===== src/rtl/mac_relu_unit.sv =====
// mac_relu_unit: two-stage signed multiply-accumulate with a combinational
// ReLU view of the accumulator. Stage 1 registers the full-precision product,
// stage 2 adds it into the accumulator, either saturating or wrapping.
module mac_relu_unit #(
  parameter int DATA_W   = 16,
  parameter int ACC_W    = 32,
  parameter int SATURATE = 1
) (
  input  logic                     clk,
  input  logic                     rst,
  input  logic signed [DATA_W-1:0] a,
  input  logic signed [DATA_W-1:0] b,
  input  logic                     enable,
  input  logic                     acc_clr,
  output logic signed [ACC_W-1:0]  acc,
  output logic signed [ACC_W-1:0]  relu_acc,
  output logic                     busy,
  output logic                     ovf
);

  localparam int PROD_W = 2 * DATA_W;
  // Extra sign bits to bring the product up to the ACC_W+1 wide sum.
  // ACC_W >= 2*DATA_W keeps this at least 1, so no zero replication occurs.
  localparam int EXT_W  = ACC_W + 1 - PROD_W;

  // Stage 1 state
  logic signed [PROD_W-1:0] prod_reg;
  logic                     pipe_valid_reg;

  // Stage 2 state
  logic signed [ACC_W-1:0]  acc_reg;
  logic                     ovf_reg;

  // Operands widened explicitly so the multiply is evaluated at PROD_W bits.
  logic signed [PROD_W-1:0] a_ext;
  logic signed [PROD_W-1:0] b_ext;
  logic signed [PROD_W-1:0] prod_next;

  // One guard bit above the accumulator captures the exact sum.
  logic signed [ACC_W:0]    acc_wide;
  logic signed [ACC_W:0]    prod_wide;
  logic signed [ACC_W:0]    sum_wide;
  logic                     sum_ovf;
  logic signed [ACC_W-1:0]  acc_add;

  assign a_ext     = {{DATA_W{a[DATA_W-1]}}, a};
  assign b_ext     = {{DATA_W{b[DATA_W-1]}}, b};
  assign prod_next = a_ext * b_ext;

  assign acc_wide  = {acc_reg[ACC_W-1], acc_reg};
  assign prod_wide = {{EXT_W{prod_reg[PROD_W-1]}}, prod_reg};
  assign sum_wide  = acc_wide + prod_wide;

  // The sum left the ACC_W range when the guard bit disagrees with the MSB.
  assign sum_ovf   = sum_wide[ACC_W] ^ sum_wide[ACC_W-1];

  generate
    if (SATURATE != 0) begin : g_sat
      // Clamp to the signed extreme on the side the exact sum went out of range.
      always_comb begin
        acc_add = sum_wide[ACC_W-1:0];
        if (sum_ovf) begin
          if (sum_wide[ACC_W]) begin
            acc_add = {1'b1, {(ACC_W-1){1'b0}}};
          end else begin
            acc_add = {1'b0, {(ACC_W-1){1'b1}}};
          end
        end
      end
    end else begin : g_wrap
      // Two's-complement wrap: keep the low ACC_W bits of the exact sum.
      assign acc_add = sum_wide[ACC_W-1:0];
    end
  endgenerate

  // Stage 1: capture the product and whether it belongs to an accepted pair.
  always_ff @(posedge clk or negedge rst) begin
    if (!rst) begin
      prod_reg       <= '0;
      pipe_valid_reg <= 1'b0;
    end else if (acc_clr) begin
      prod_reg       <= '0;
      pipe_valid_reg <= 1'b0;
    end else begin
      prod_reg       <= prod_next;
      pipe_valid_reg <= enable;
    end
  end

  // Stage 2: fold a valid product into the accumulator; overflow flag is sticky.
  always_ff @(posedge clk or negedge rst) begin
    if (!rst) begin
      acc_reg <= '0;
      ovf_reg <= 1'b0;
    end else if (acc_clr) begin
      acc_reg <= '0;
      ovf_reg <= 1'b0;
    end else if (pipe_valid_reg) begin
      acc_reg <= acc_add;
      if (sum_ovf) begin
        ovf_reg <= 1'b1;
      end
    end
  end

  assign acc      = acc_reg;
  assign relu_acc = acc_reg[ACC_W-1] ? '0 : acc_reg;
  assign busy     = pipe_valid_reg;
  assign ovf      = ovf_reg;

endmodule


===== config.mk =====
export PLATFORM = sky130hd
export DESIGN_NAME = mac_relu_unit
export DESIGN_NICKNAME = d
export VERILOG_FILES = /design/src/rtl/mac_relu_unit.sv
export SDC_FILE = /design/constraint.sdc
export NUM_CORES = 1
export LEC_CHECK = 0
export ABC_AREA = 1
export ABC_CLOCK_PERIOD_IN_PS = 2100
export BUFFER_PORTS_ARGS = -buffer_cell sky130_fd_sc_hd__buf_2
export CORE_MARGIN = 3
export CORE_UTILIZATION = 45
export CTS_BUF_LIST = sky130_fd_sc_hd__clkbuf_2
export CTS_CLUSTER_DIAMETER = 50
export DETAILED_ROUTE_END_ITERATION = 10
export PLACE_DENSITY = 0.73
export SLEW_MARGIN = 20
export SYNTH_ARGS = -nofsm -noshare
export SYNTH_HDL_FRONTEND = slang
export SYNTH_SLANG_ARGS = --single-unit
export TNS_END_PERCENT = 30

===== constraint.sdc =====
create_clock -name clk -period 2.1 [get_ports clk]
set_input_delay 0.63 -clock clk [delete_from_list [all_inputs] [get_ports clk]]
set_output_delay 0.63 -clock clk [all_outputs]
set_load 0.01 [all_outputs]

==> impl_results.rst <==
.. list-table::
   :header-rows: 1

   * - Metric
     - Value
   * - Status
     - finished with violations
   * - Failing checks
     - setup timing
   * - Aggregate negative setup slack
     - -78930 ps
   * - DRC violation count after routing
     - 0
   * - Port Buffers
     - 100
   * - Routed wire length per instance
     - 15.3 µm
   * - Antenna Violating Nets Remaining
     - 0
   * - Most common cell after layout, fill and taps aside
     - sky130_fd_sc_hd__nand2_1
   * - Critical path's top delay family
     - adder cells
   * - Layer carrying the most global-route usage
     - met2
   * - Clock H-tree levels
     - 3
   * - CP Capture Type
     - register
   * - MaxCap Viol Count
     - 0
   * - Total wirelength of the detailed-routed design
     - 44700 µm
   * - Met1 Resource Use GR
     - between 30% and 40%
   * - Critical setup path kind
     - in2reg
   * - Final net count
     - approximately 2900
   * - Layout Skew
     - 28.6 ps
   * - Post-Syn Nets
     - 2485
   * - Final Wtd Congestion
     - a little over 0.9
   * - RSZ-0062 raised after global routing
     - true
   * - Source-to-sink clock delay at the later pin of the worst-skew pair
     - 570 ps
   * - Core area
     - 32900 µm²
   * - CTS clock-pin slew for the worst setup and hold paths
     - 190 ps
   * - PnR worst setup slack
     - -2990 ps
   * - Buffer depth of the longest clock path
     - 2
   * - Die boundary height
     - 190 µm
   * - First-pass GRT wire length
     - 73200 µm
   * - Number of hold violations in the final report
     - 0
   * - Routing usage on met3
     - just under 3%
   * - Horizontal die dimension
     - 190 µm
   * - CTS tree
     - built
   * - Growth of design area from synthesis to finish
     - 35.9%
   * - Worst hold slack
     - 261 ps
   * - Number of buffers inserted during clock tree synthesis
     - 9
   * - Gate Count Post-Synth
     - 2072
   * - Sinks on the clock net
     - 66
   * - Cell area after placement
     - 18900 µm²
   * - Number of rows created at floorplan
     - 66
   * - Syn avg cell area
     - approximately 7.3 µm²
   * - Number of fillers in the final layout
     - about 2700
   * - Portion of the post-synthesis area used by sequential elements
     - a little over a tenth
   * - Hold/Removal Path Class
     - in2reg
   * - Vias in the first global route
     - about 15000
   * - Number of buffer and inverter instances along the worst setup path
     - 7
   * - Pin count of the biggest net entering global routing
     - 67
   * - Crit path largest cell delay
     - approximately 570 ps
   * - Number of vias after detailed routing
     - 14300
   * - Final core area utilization
     - 62.7%
   * - Drt pass-1 iters
     - 5
   * - Slowest stage cell, crit path
     - sky130_fd_sc_hd__fa_1
   * - Commonest cells after routing, fill and taps aside
     - sky130_fd_sc_hd__nand2_1 (536), sky130_fd_sc_hd__inv_1 (497), sky130_fd_sc_hd__buf_4 (325), sky130_fd_sc_hd__fa_1 (242), sky130_fd_sc_hd__nor2_1 (102)
   * - HPWL Detailed
     - 35700 µm
   * - Mapped Area
     - 15200 µm²
   * - Number of violations reported at the end of detailed-routing iteration 0
     - between 700 and 800
   * - Final design instance area without fill
     - 20600 µm²
   * - Final max-slew violation count
     - 0
   * - Count of warnings emitted by yosys
     - 0
   * - DIE AREA
     - 35900 µm²
   * - Boundary pin count
     - 102
   * - Antenna violations before repair
     - 1
   * - Fraction of the cycle the final worst path needs
     - 242%
   * - Starting density of the core
     - around 46%
   * - Maximum clock frequency
     - 197 MHz
   * - Worst EP required
     - 2580 ps
   * - Arrival time at the worst endpoint
     - 5570 ps
   * - Register bit total from synthesis
     - 66
   * - Global Route met2 Usage
     - 45.6%
   * - Kind of start point of the critical path
     - input pin
   * - Critical-path maximum fanout
     - 8
   * - Min Tclk post-route
     - 5090 ps
   * - Vias per cell
     - 4.91
   * - Total congestion overflow after global routing
     - 0
   * - Share of post-route cells with drive strength above 1
     - ~31%
   * - Global router's overall resource usage
     - 24.9%
   * - Number of setup violations in the final report
     - 60
   * - CTS Root Buffer Type
     - sky130_fd_sc_hd__clkbuf_2
   * - Count of different cell masters after synthesis
     - 38
-- through the flow --
stage / cells / worst slack, ps
final: 2915 / -2990
after global routing: 2915 / -3110
after CTS: 2900 / -2860
after detailed placement: 2857 / -3690
after global placement: 2857 / -3530
after floorplan: 2072 / -3340
-- routing by layer --
layer	wire (µm)	vias up
li1	-	6797
met1	18000	6961
met2	23000	430
met3	2130	126
met4	1580	0
met5	0	-
-- cell type report --
cell class	instances	area (µm²)	share of cell area, %
flip-flops and latches	66	1650	8.02
clock inverters	6	57.6	0.279
multi-input cells	1383	12500	60.8
well taps	442	553	2.68
repair buffers	461	3710	18.0
clock buffers	10	50.0	0.243
diodes	1	2.50	0.0121
inverters	546	2060	10.0
-- worst paths after layout --
kind	start	end	slack [ps]	cells past startpoint
max in group asynchronous	rst	acc[22]$_DFFE_PN0P_	1200	3
min in group asynchronous	rst	acc[0]$_DFFE_PN0P_	580	3
hold / removal	enable	busy$_DFF_PN0_	260	3
setup / recovery	b[6]	prod_reg[31]$_DFF_PN0_	-2990	25
hold reg to reg	ovf$_DFFE_PN0P_	ovf$_DFFE_PN0P_	510	2
setup reg to reg	acc[27]$_DFFE_PN0P_	acc[14]$_DFFE_PN0P_	-280	14
-- kinds of logic after synthesis --
group	synth area share, %
buffers and inverters	15.9
other	0.0247
adders and majority gates	44.1
DFF	10.9
AOI/OAI and AO/OA	5.16
and+or+nand+nor	22.2
xor gates and xnor gates	1.79
-- synthesized netlist by cell type --
cell type	count	area [µm²]
sky130_fd_sc_hd__nor2_1	124	465
sky130_fd_sc_hd__nand2_1	592	2220
sky130_fd_sc_hd__clkbuf_1	65	244
sky130_fd_sc_hd__a21oi_1	75	375
sky130_fd_sc_hd__or2_2	5	31.3
sky130_fd_sc_hd__buf_4	2	15.0
sky130_fd_sc_hd__buf_6	8	90.1
sky130_fd_sc_hd__nor4_2	1	12.5
sky130_fd_sc_hd__nand3_2	1	10.0
sky130_fd_sc_hd__nor3b_2	1	12.5
sky130_fd_sc_hd__dfrtp_1	66	1650
sky130_fd_sc_hd__xor2_1	8	70.1
sky130_fd_sc_hd__nand3b_1	5	37.5
sky130_fd_sc_hd__conb_1	1	3.75
sky130_fd_sc_hd__inv_2	2	7.51
sky130_fd_sc_hd__buf_1	2	7.51
sky130_fd_sc_hd__xnor2_1	23	201
sky130_fd_sc_hd__nor3_1	14	70.1
sky130_fd_sc_hd__inv_1	544	2040
sky130_fd_sc_hd__nand2_2	7	43.8
sky130_fd_sc_hd__a21oi_2	2	17.5
sky130_fd_sc_hd__and2_1	2	12.5
sky130_fd_sc_hd__a21boi_0	2	15.0
sky130_fd_sc_hd__a21oi_4	1	16.3
sky130_fd_sc_hd__o211ai_1	2	15.0
sky130_fd_sc_hd__nand2_4	2	22.5
sky130_fd_sc_hd__o21a_1	3	22.5
sky130_fd_sc_hd__nand4_1	8	50.1
sky130_fd_sc_hd__o21ai_0	36	180
sky130_fd_sc_hd__nor4_1	3	18.8
sky130_fd_sc_hd__a31oi_1	2	12.5
sky130_fd_sc_hd__fa_1	263	5270
sky130_fd_sc_hd__nand3_1	65	325
sky130_fd_sc_hd__nor3b_1	1	7.51
sky130_fd_sc_hd__a21o_1	7	52.6
sky130_fd_sc_hd__o21bai_1	10	75.1
sky130_fd_sc_hd__nor2_2	3	18.8
sky130_fd_sc_hd__ha_1	114	1430
-- worst register-to-register path, delay by kind of cell (launching register included) --
kind | cells | cell delay [ps]
AOI/OAI and AO/OA | 2 | 430
adders and majority gates | 1 | 390
buffers and inverters | 2 | 220
DFF | 1 | 470
and+or+nand+nor | 9 | 780
-- repair_timing --
action                                  in CTS  in global routing
hold endpoints to repair                     0                  9
endpoints found under the setup margin      94                 94
pin swaps                                  125                 62
hold buffers                                 0                  1
setup buffers                               27                 14
resized for setup                          214                120
Power is left out: the tool's default activity adds up to more than one toggle a clock period on the data nets, which glitch-free logic cannot reach.
